## config.mk

```make
export PLATFORM = sky130hd
export DESIGN_NAME = ysyx_2022040010_ex_div_flat
export DESIGN_NICKNAME = d
export VERILOG_FILES = /design/src/rtl/ysyx_2022040010_ex_div_pkg.sv /design/src/rtl/ysyx_2022040010_ex_div_if.sv /design/src/rtl/ysyx_2022040010_div_step.sv /design/src/rtl/ysyx_2022040010_ex_div.sv /design/src/flat_wrapper.sv
export SDC_FILE = /design/constraint.sdc
export NUM_CORES = 1
export LEC_CHECK = 0
export ABC_AREA = 1
export BUFFER_PORTS_ARGS = -buffer_cell sky130_fd_sc_hd__buf_4
export CORE_ASPECT_RATIO = 0.7
export CORE_MARGIN = 8
export CORE_UTILIZATION = 35
export DETAILED_ROUTE_END_ITERATION = 10
export REMOVE_ABC_BUFFERS = 1
export SYNTH_ARGS = -nofsm -noshare
export SYNTH_HDL_FRONTEND = slang
export SYNTH_HIERARCHICAL = 1
export SYNTH_SLANG_ARGS = --single-unit
export TNS_END_PERCENT = 30
```

## constraint.sdc

```tcl
create_clock -name clk -period 3.6 [get_ports clk]
set_clock_uncertainty 0.1 [all_clocks]
set_input_delay 0.72 -clock clk [delete_from_list [all_inputs] [get_ports clk]]
set_output_delay 0.72 -clock clk [all_outputs]
set_load 0.01 [all_outputs]
```

## src/rtl/ysyx_2022040010_ex_div_pkg.sv

```systemverilog
// Shared definitions for the EX-stage divider: widths, stall-bus encodings,
// div-op bit positions used by the ID decoder, FSM state type and operand helpers.
package ysyx_2022040010_ex_div_pkg;

  localparam int XLEN  = 64;
  localparam int CNT_W = 7;

  localparam int STALL_WD = 6;
  typedef logic [STALL_WD-1:0] stall_bus_t;
  localparam stall_bus_t STALL_NONE    = 6'b000000;
  localparam stall_bus_t STALL_FROM_EX = 6'b001111;

  localparam int DIV_OP_SIGNED_BIT = 0;
  localparam int DIV_OP_REM_BIT    = 1;
  localparam int DIV_OP_WORD_BIT   = 2;

  // Field order mirrors the bit positions above (word is the MSB).
  typedef struct packed {
    logic word;
    logic rem;
    logic sgn;
  } div_op_t;

  typedef enum logic [1:0] {
    S_IDLE = 2'd0,
    S_BUSY = 2'd1,
    S_DONE = 2'd2
  } div_state_e;

  function automatic logic [XLEN-1:0] op_ext(input logic [XLEN-1:0] v,
                                             input logic word,
                                             input logic sgn);
    if (!word)
      return v;
    else if (sgn)
      return {{(XLEN/2){v[XLEN/2-1]}}, v[XLEN/2-1:0]};
    else
      return {{(XLEN/2){1'b0}}, v[XLEN/2-1:0]};
  endfunction

  function automatic logic [XLEN-1:0] sext_word(input logic [XLEN-1:0] v);
    return {{(XLEN/2){v[XLEN/2-1]}}, v[XLEN/2-1:0]};
  endfunction

endpackage

```

## src/rtl/ysyx_2022040010_ex_div_if.sv

```systemverilog
// EX <-> divider handshake: request side (master) and divider side (slave).
interface ysyx_2022040010_ex_div_if;
  import ysyx_2022040010_ex_div_pkg::*;

  logic            div_valid;
  logic            div_signed;
  logic            div_rem;
  logic            div_word;
  logic [XLEN-1:0] src1;
  logic [XLEN-1:0] src2;
  logic            flush;
  logic            stallreq_for_ex;
  logic            div_ready;
  logic [XLEN-1:0] div_result;

  modport master (
    output div_valid, div_signed, div_rem, div_word, src1, src2, flush,
    input  stallreq_for_ex, div_ready, div_result
  );

  modport slave (
    input  div_valid, div_signed, div_rem, div_word, src1, src2, flush,
    output stallreq_for_ex, div_ready, div_result
  );

endinterface

```

## src/rtl/ysyx_2022040010_div_step.sv

```systemverilog
// One radix-2 restoring division step: shift {rem,quo} left, trial-subtract divisor.
module ysyx_2022040010_div_step #(
  parameter int W = 64
) (
  input  logic [W-1:0] rem_in,
  input  logic [W-1:0] quo_in,
  input  logic [W-1:0] divisor,
  output logic [W-1:0] rem_out,
  output logic [W-1:0] quo_out
);

  logic [W:0] shifted;
  logic [W:0] diff;

  assign shifted = {rem_in, quo_in[W-1]};
  // rem_in < divisor keeps shifted below 2*divisor, so diff[W] is a clean borrow.
  assign diff    = shifted - {1'b0, divisor};
  assign rem_out = diff[W] ? shifted[W-1:0] : diff[W-1:0];
  assign quo_out = {quo_in[W-2:0], ~diff[W]};

endmodule

```

## src/rtl/ysyx_2022040010_ex_div.sv

```systemverilog
// Iterative RV64M divider for EX; raises stallreq_for_ex while an op is in flight.
// Optional macro DIV_FAST_PATH_EN: divide-by-zero / signed overflow skip straight to DONE.
module ysyx_2022040010_ex_div
  import ysyx_2022040010_ex_div_pkg::*;
(
  input  logic                          clk,
  input  logic                          rst,
  ysyx_2022040010_ex_div_if.slave       div_if
);

  localparam logic [CNT_W-1:0] STEPS_D = CNT_W'(XLEN);
  localparam logic [CNT_W-1:0] STEPS_W = CNT_W'(XLEN/2);
  localparam logic [XLEN-1:0]  MIN_D   = {1'b1, {(XLEN-1){1'b0}}};
  localparam logic [XLEN-1:0]  MIN_W   = {{(XLEN/2+1){1'b1}}, {(XLEN/2-1){1'b0}}};
  localparam logic [XLEN-1:0]  MIN_W_Q = {{(XLEN/2){1'b0}}, 1'b1, {(XLEN/2-1){1'b0}}};

  div_state_e       state_reg, state_next;
  logic [CNT_W-1:0] cnt_reg;
  logic [XLEN-1:0]  rem_reg, quo_reg, dvs_reg, dvd_reg;
  div_op_t          op_reg;
  logic             q_neg_reg, r_neg_reg, dz_reg, ovf_reg;

  logic             issue, fast_done;
  logic [XLEN-1:0]  dvd_ext, dvs_ext, dvd_abs, dvs_abs;
  logic             dvd_neg, dvs_neg, dz, ovf;
  logic [XLEN-1:0]  rem_step, quo_step;
  logic [XLEN-1:0]  q_fin, r_fin, sel, res_final;
  logic             stall_out, ready_out;
  logic [XLEN-1:0]  result_out;

  assign issue   = (state_reg == S_IDLE) && div_if.div_valid && !div_if.flush;
  assign dvd_ext = op_ext(div_if.src1, div_if.div_word, div_if.div_signed);
  assign dvs_ext = op_ext(div_if.src2, div_if.div_word, div_if.div_signed);
  assign dvd_neg = div_if.div_signed && dvd_ext[XLEN-1];
  assign dvs_neg = div_if.div_signed && dvs_ext[XLEN-1];
  assign dvd_abs = dvd_neg ? -dvd_ext : dvd_ext;
  assign dvs_abs = dvs_neg ? -dvs_ext : dvs_ext;
  assign dz      = (dvs_ext == '0);
  assign ovf     = div_if.div_signed && (dvs_ext == '1) &&
                   (dvd_ext == (div_if.div_word ? MIN_W : MIN_D));

`ifdef DIV_FAST_PATH_EN
  assign fast_done = dz || ovf;
`else
  assign fast_done = 1'b0;
`endif

  ysyx_2022040010_div_step #(.W(XLEN)) u_step (
    .rem_in  (rem_reg),
    .quo_in  (quo_reg),
    .divisor (dvs_reg),
    .rem_out (rem_step),
    .quo_out (quo_step)
  );

  always_ff @(posedge clk) begin
    if (rst)
      state_reg <= S_IDLE;
    else
      state_reg <= state_next;
  end

  always_comb begin
    state_next = state_reg;
    case (state_reg)
      S_IDLE:  if (issue) state_next = fast_done ? S_DONE : S_BUSY;
      S_BUSY:  if (cnt_reg == CNT_W'(1)) state_next = S_DONE;
      S_DONE:  state_next = S_IDLE;
      default: state_next = S_IDLE;
    endcase
    if (div_if.flush)
      state_next = S_IDLE;
  end

  // W ops park the 32-bit dividend in the upper half so 32 shifts consume it.
  always_ff @(posedge clk) begin
    if (rst) begin
      cnt_reg   <= '0;
      rem_reg   <= '0;
      quo_reg   <= '0;
      dvs_reg   <= '0;
      dvd_reg   <= '0;
      op_reg    <= '0;
      q_neg_reg <= 1'b0;
      r_neg_reg <= 1'b0;
      dz_reg    <= 1'b0;
      ovf_reg   <= 1'b0;
    end else if (issue) begin
      cnt_reg   <= div_if.div_word ? STEPS_W : STEPS_D;
      rem_reg   <= '0;
      quo_reg   <= div_if.div_word ? {dvd_abs[XLEN/2-1:0], {(XLEN/2){1'b0}}} : dvd_abs;
      dvs_reg   <= dvs_abs;
      dvd_reg   <= dvd_ext;
      op_reg    <= '{word: div_if.div_word, rem: div_if.div_rem, sgn: div_if.div_signed};
      q_neg_reg <= dvd_neg ^ dvs_neg;
      r_neg_reg <= dvd_neg;
      dz_reg    <= dz;
      ovf_reg   <= ovf;
    end else if (state_reg == S_BUSY) begin
      cnt_reg   <= cnt_reg - CNT_W'(1);
      rem_reg   <= rem_step;
      quo_reg   <= quo_step;
    end
  end

  always_comb begin
    q_fin = q_neg_reg ? -quo_reg : quo_reg;
    r_fin = r_neg_reg ? -rem_reg : rem_reg;
    if (dz_reg) begin
      q_fin = '1;
      r_fin = dvd_reg;
    end else if (ovf_reg) begin
      q_fin = op_reg.word ? MIN_W_Q : MIN_D;
      r_fin = '0;
    end
    sel       = op_reg.rem ? r_fin : q_fin;
    res_final = op_reg.word ? sext_word(sel) : sel;
  end

  always_comb begin
    stall_out  = 1'b0;
    ready_out  = 1'b0;
    result_out = '0;
    case (state_reg)
      S_IDLE: stall_out = div_if.div_valid && !div_if.flush;
      S_BUSY: stall_out = !div_if.flush;
      S_DONE: begin
        ready_out  = !div_if.flush;
        result_out = div_if.flush ? '0 : res_final;
      end
      default: ;
    endcase
    if (rst) begin
      stall_out  = 1'b0;
      ready_out  = 1'b0;
      result_out = '0;
    end
  end

  assign div_if.stallreq_for_ex = stall_out;
  assign div_if.div_ready       = ready_out;
  assign div_if.div_result      = result_out;

endmodule

```

## src/flat_wrapper.sv

```systemverilog
// flat-port wrapper written by rule: the top's interface ports become plain ports
module ysyx_2022040010_ex_div_flat import ysyx_2022040010_ex_div_pkg::*;
  (clk, rst, div_if_div_valid, div_if_div_signed, div_if_div_rem, div_if_div_word, div_if_src1, div_if_src2, div_if_flush, div_if_stallreq_for_ex, div_if_div_ready, div_if_div_result);
  ysyx_2022040010_ex_div_if div_if_i ();
  input  logic clk;
  input  logic rst;
  input wire logic [$bits(div_if_i.div_valid)-1:0] div_if_div_valid;
  input wire logic [$bits(div_if_i.div_signed)-1:0] div_if_div_signed;
  input wire logic [$bits(div_if_i.div_rem)-1:0] div_if_div_rem;
  input wire logic [$bits(div_if_i.div_word)-1:0] div_if_div_word;
  input wire logic [$bits(div_if_i.src1)-1:0] div_if_src1;
  input wire logic [$bits(div_if_i.src2)-1:0] div_if_src2;
  input wire logic [$bits(div_if_i.flush)-1:0] div_if_flush;
  output wire logic [$bits(div_if_i.stallreq_for_ex)-1:0] div_if_stallreq_for_ex;
  output wire logic [$bits(div_if_i.div_ready)-1:0] div_if_div_ready;
  output wire logic [$bits(div_if_i.div_result)-1:0] div_if_div_result;
  assign div_if_i.div_valid = div_if_div_valid;
  assign div_if_i.div_signed = div_if_div_signed;
  assign div_if_i.div_rem = div_if_div_rem;
  assign div_if_i.div_word = div_if_div_word;
  assign div_if_i.src1 = div_if_src1;
  assign div_if_i.src2 = div_if_src2;
  assign div_if_i.flush = div_if_flush;
  assign div_if_stallreq_for_ex = div_if_i.stallreq_for_ex;
  assign div_if_div_ready = div_if_i.div_ready;
  assign div_if_div_result = div_if_i.div_result;
  ysyx_2022040010_ex_div u_core (.clk(clk), .rst(rst), .div_if(div_if_i));
endmodule
```

# Word-level counts from Yosys, hierarchy flattened
# Index checks and enable logic that the tools add are counted.
[word_totals]
wordCells = 74
output_inout_bits = 66
regBits = 271
input_bits = 135
[classes]
reduce_logical = 14
mux = 33
addsub = 6
eq_ne = 7
bitwise_logic = 2
[op_table]
columns = ["cell", "count"]
rows = [
  ["$mux W64", 22],
  ["$neg A64 Y64", 4],
  ["$sub A65 B64 Y65", 1],
  ["$eq A64 B64 Y1", 1],
  ["$eq A64 B64 Y1 const B", 1],
  ["$logic_not A64 Y1", 1],
  ["$mux W63", 1],
  ["$mux W7", 3],
  ["$eq A7 B1 Y1 const B", 1],
  ["$logic_and A1 B1 Y1", 7],
  ["$sub A7 B1 Y7 const B", 1],
  ["$mux W2", 2],
  ["$ne A2 B1 Y1 const B", 2],
  ["$pmux W2 S2", 1],
  ["$reduce_or A2 Y1", 2],
  ["$mux W1", 3],
  ["$eq A2 B1 Y1 const B", 1],
  ["$eq A2 B2 Y1 const B", 1],
  ["$logic_not A2 Y1", 1],
  ["$pmux W1 S2", 1],
  ["$reduce_and A2 Y1", 1],
  ["$reduce_bool A2 Y1", 1],
  ["$logic_not A1 Y1", 1],
  ["$not A1 Y1", 1],
  ["$xor A1 B1 Y1", 1],
]

# Depth between registers and ports, before layout
[logic_depth]
depth_word = 9
ltp_mapped = 22
depth_no_buf = 20

# Hierarchy
# The synthesis kept the hierarchy.
[modules_own_cells]
columns = ["mod", "n_inst", "seq_area_each_um2", "area_per_inst_um2", "cells_each"]
rows = [
  ["ysyx_2022040010_ex_div", 1, 5425.2, 21302.9, 3695],
  ["ysyx_2022040010_div_step", 1, 0.0, 7728.7, 1677],
]

# Least setup slack after synthesis
# OpenSTA, ideal clock, no wires.
[synth_path]
path_kind = "register to output"
start = "reg u_core.rem_reg[0]"
end = "out div_if_div_result[28]"
stages_incl_launch_ff = 12
setup_slack_ps = 759
t_required_ps = 2780
path_buffers = 0
arrival_ps = 2021
path_cell_list = "dfxtp_1 > inv_1 > ha_1 > inv_1 > o21ai_1 > nand3_2 > nor3_2 > o21ai_0 > xnor2_1 > o21ai_0 > nand2_1 > a21oi_1"
[synth_between]
elab_chain_cells = 9
[synth_rtl]
columns = ["element", "line", "text"]
rows = [
  ["from (decl)", "ysyx_2022040010_ex_div.sv:19", "logic [XLEN-1:0] rem_reg, quo_reg, dvs_reg, dvd_reg;"],
  ["from (signal assigned)", "ysyx_2022040010_ex_div.sv:101", "rem_reg <= rem_step;"],
  ["$neg A64 Y64", "ysyx_2022040010_ex_div.sv:108", "r_fin = r_neg_reg ? -rem_reg : rem_reg;"],
  ["$mux W64", "ysyx_2022040010_ex_div.sv:108", ""],
  ["$mux W64", "ysyx_2022040010_ex_div.sv:112", "end else if (ovf_reg) begin"],
  ["$mux W64", "ysyx_2022040010_ex_div.sv:109", "if (dz_reg) begin"],
  ["$mux W64", "ysyx_2022040010_ex_div.sv:116", "sel = op_reg.rem ? r_fin : q_fin;"],
  ["$mux W64", "ysyx_2022040010_ex_div.sv:117", "res_final = op_reg.word ? sext_word(sel) : sel;"],
  ["$mux W64", "ysyx_2022040010_ex_div.sv:129", "result_out = div_if.flush ? '0 : res_final;"],
  ["$mux W64", "ysyx_2022040010_ex_div.sv:124", "case (state_reg)"],
  ["$mux W64", "ysyx_2022040010_ex_div.sv:133", "if (rst) begin"],
  ["to (decl)", "flat_wrapper.sv:16", "output wire logic [$bits(div_if_i.div_result)-1:0] div_if_div_result;"],
]
# No other way between the ends.

# Worst setup path after layout
[layout_path]
start = "reg u_core.rem_reg[6]"
end = "out div_if_div_result[42]"
# The elaborated chain is that of the path after synthesis.

==> key figures <==
Status
  • Outcome: finished with violations
  • Failing checks: negative setup slack

Clocking
  • CTS root buffer: clkbuf_16
  • Total clock sinks: 271
  • CTS Buf Count: 34
  • Worst-path clk slew: 0.07 ns
  • H-Tree Depth: 2
  • Number of hold buffers added after CTS: 0
  • Clk_lat worst skew: 0.58 ns
  • Clock buffer depth: 3
  • CTS tree: done

Detailed routing
  • DRT Pass-1 Iters: 6
  • DRC errors left: 0
  • Initial DRC Count: 4959
  • Via count: 36620
  • Antenna Violating Nets Remaining: 0
  • Via density: 5.475
  • Wire per inst: 22.74 um
  • Wirelength, routed: 152100 um

GRT
  • Largest net degree at the start of global routing: 99
  • Vias in the first global route: 32260
  • GR Util met3: 12.53%
  • First-pass GRT wire length: 218700 um
  • GR Util met1: 46.50%
  • Global routing's busiest layer: met1
  • GR Layer Usage met2: 40.97%
  • Initial antenna violation count: 10
  • Grt ovf: 0
  • GRT Util Overall: 31.02%

Floorplanning
  • Chip width: 360.2 um
  • IO Pins: 201
  • Num rows: 88
  • Initial Utilization: 35.30%
  • Die area: 0.09256 mm^2
  • Die height: 257.0 um
  • Core region area: 0.08225 mm^2

Timing
  • Fin crit period: 3.668 ns
  • Final worst-path cycle share: 101.9%
  • Slew margin rel.: 31.74%
  • RSZ-0062 raised after global routing: true
  • Max Fclk: 272.6 MHz
  • Worst Max-Slew Pin Slew: 1.024 ns
  • Slew Limit Fails: 0
  • Final hold vios: 0
  • Count of final setup violators: 26
  • Final setup margin: -0.06829 ns

Placement
  • IO buf count: 200
  • Post-detail-place hpwl: 123700 um
  • Cell Area, Placed: 0.03229 mm^2
  • Dpl cells: 6604
  • Routability Congestion: 1.036

Flow run
  • Max-cap violation count: 0

Setup path
  • Startpoint types: flop
  • Most used cell, CP: nor2_4
  • Worst Reg-to-Reg Cells: 21
  • Max stage delay cell, worst path: dfxtp_4
  • CP delay by family, top: simple AND/OR/NAND/NOR gates
  • CP cell instances: buf_6 > nor2_4 > nand2_2 > nor2_4 > nand2_2 > nor2_4 > nor2_1 > nand2_1 > nand3_2 > a21oi_2 > nand2_4 > inv_4 > nor2_8 > buf_12 > a21oi_2 > buf_4
  • WP data required: 2.78 ns
  • Worst-path maximum fanout: 7
  • CP endpoint kind: output port
  • Critical path class: flop to output port
  • Worst EP arrival: 2.85 ns
  • Cell count along the critical path: 16
  • Largest stage delay, worst path: 0.36 ns
  • Worst path bufs/invs: 4

Synth
  • Syn. warnings: 6
  • Share of flip-flops with an asynchronous set or reset: 0%
  • Post-Syn Area per Cell: 5.404 um^2
  • Mapped Area: 0.02903 mm^2
  • Mapped Cells: 5372
  • EDFF count, synth: 0
  • Yosys cell types: 66
  • Sequential area share after synthesis: 18.69%
  • Top FF cell, synth: dfxtp_1
  • Yosys reg bits: 271

Finish
  • Fin area: 0.03447 mm^2
  • Layout Nets: 5795
  • Share of layout cells above drive strength 1: 15.25%
  • Synth-to-Final Area Change: 18.73%
  • Fill cell count: 9247
  • Most frequent cells in the layout: nand2_1, inv_1, nor2_1
  • Post-route insts no fill: 6689
  • Leading cell type in the layout, fill and taps excluded: nand2_1

Min path
  • Worst min-delay path class: primary input to flop
  • Cell count of the worst hold path: 3

Power and ir drop
  • Leakage power: 0.01743 uW
  • Switch Pwr: 4275 uW
  • Share of total power in combinational logic: 34.0%
  • Pwr dens: 304.4 mW/mm^2
  • Sw Share: 40.74%
  • Worst VDD drop: 0.2606 mV
  • Pint: 6217 uW
  • Power share of the sequential group: 31.4%
  • Clock power share: 34.6%
==> power groups by stage <==
stage | Combinational (uW) | Sequential, uW | Clock, uW
floorplan | 1920 | 3300 | 0
global placement | 3310 | 3350 | 0
detailed placement | 3300 | 3350 | 0
CTS | 3360 | 3280 | 3660
global route | 3840 | 3310 | 3780
finish | 3570 | 3300 | 3630
==> stage by stage <==
stage                     setup WS, ns  power [uW]  TNS [ns]  hold WS (ns)  utilization (%)
after detailed placement        0.1794        6650         0        0.3308            39.26
after floorplan                 -2.751        5219   -546.74        0.3135                -
final                         -0.06829       10490   -0.6962        0.2882            41.91
after global routing           -0.1769       10920    -4.859        0.2993            41.90
after global placement          0.1293        6658         0        0.3287            39.26
after CTS                     -0.02955       10310   -0.1065        0.2594            41.14
==> tightest hold or removal path: stages <==
cell	delay, ns
buf_4	0.09
nand2_1	0.05
o21ai_0	0.07
==> kinds of logic after synthesis <==
kind of cell	after synthesis	synth area share [%]
flops	271	18.69
fa+ha+maj	72	3.129
compound gates	779	15.05
buf+inv	1019	14.77
simple gates	3117	44.92
xor+xnor	114	3.439
==> Yosys cell counts (14+ instances only) <==
cell	number	area share, %
xnor2_1	14	0.42
buf_2	30	0.52
nor3_1	50	0.86
ha_1	71	3.1
a31oi_1	20	0.43
buf_4	68	1.8
a21oi_1	295	5.1
o21bai_1	16	0.41
a221oi_1	14	0.42
o221ai_1	18	0.54
buf_1	19	0.25
inv_2	28	0.36
nand2_1	1885	24
nor2_2	31	0.67
o21ai_0	274	4.7
o21ai_1	30	0.52
nand2_2	51	1.1
xor2_1	100	3.0
clkbuf_1	114	1.5
nand3_1	361	6.2
nand3b_1	16	0.41
nor2_1	575	7.4
nand4_1	77	1.7
inv_1	738	9.5
o22ai_1	46	0.99
dfxtp_1	271	19
==> metal layers <==
metal	vias to the layer above	part of all wire [%]
met1	16970	46
met2	2097	37
met5	-	0.050
met3	144	15
li1	17400	-
met4	10	1.8
==> final timing paths <==
path,slack (ns),start,to
worst min-delay path,0.29,div_if_div_rem,u_core/op_reg[1]$_SDFFE_PP0P_
worst max-delay path,-0.07,u_core/rem_reg[6]$_SDFFE_PP0P_,div_if_div_result[42]
worst max register to register,0.28,u_core/quo_reg[63]$_SDFFE_PP0P_,u_core/rem_reg[0]$_SDFFE_PP0P_
worst min register to register,0.35,u_core/dvd_reg[9]$_SDFFE_PP0P_,u_core/dvd_reg[9]$_SDFFE_PP0P_
==> final cells by class <==
class                           count  area (um^2)  share of cell area [%]
Timing Repair Buffer              428         3550                   10.30
Tap cell                         1080         1351                   3.920
Inverter                          770         2902                   8.418
Clock buffer                       39        910.9                   2.643
Clock inverter                     15        191.4                  0.5554
Multi-Input combinational cell   4083        20080                   58.26
Sequential cell                   271         5474                   15.88
Antenna cell                        3        7.507                 0.02178
==> what timing repair did <==
| action | 4_1_cts | 5_1_grt |
|---|---|---|
| cloned | 0 | 1 |
| setup buffers | 10 | 19 |
| endpoints found under the hold margin | 0 | 0 |
| pin swaps | 15 | 32 |
| gates resized for setup | 124 | 143 |
| endpoints found under the setup margin | 45 | 53 |
No activity file was read; power rests on OpenSTA's default activity.
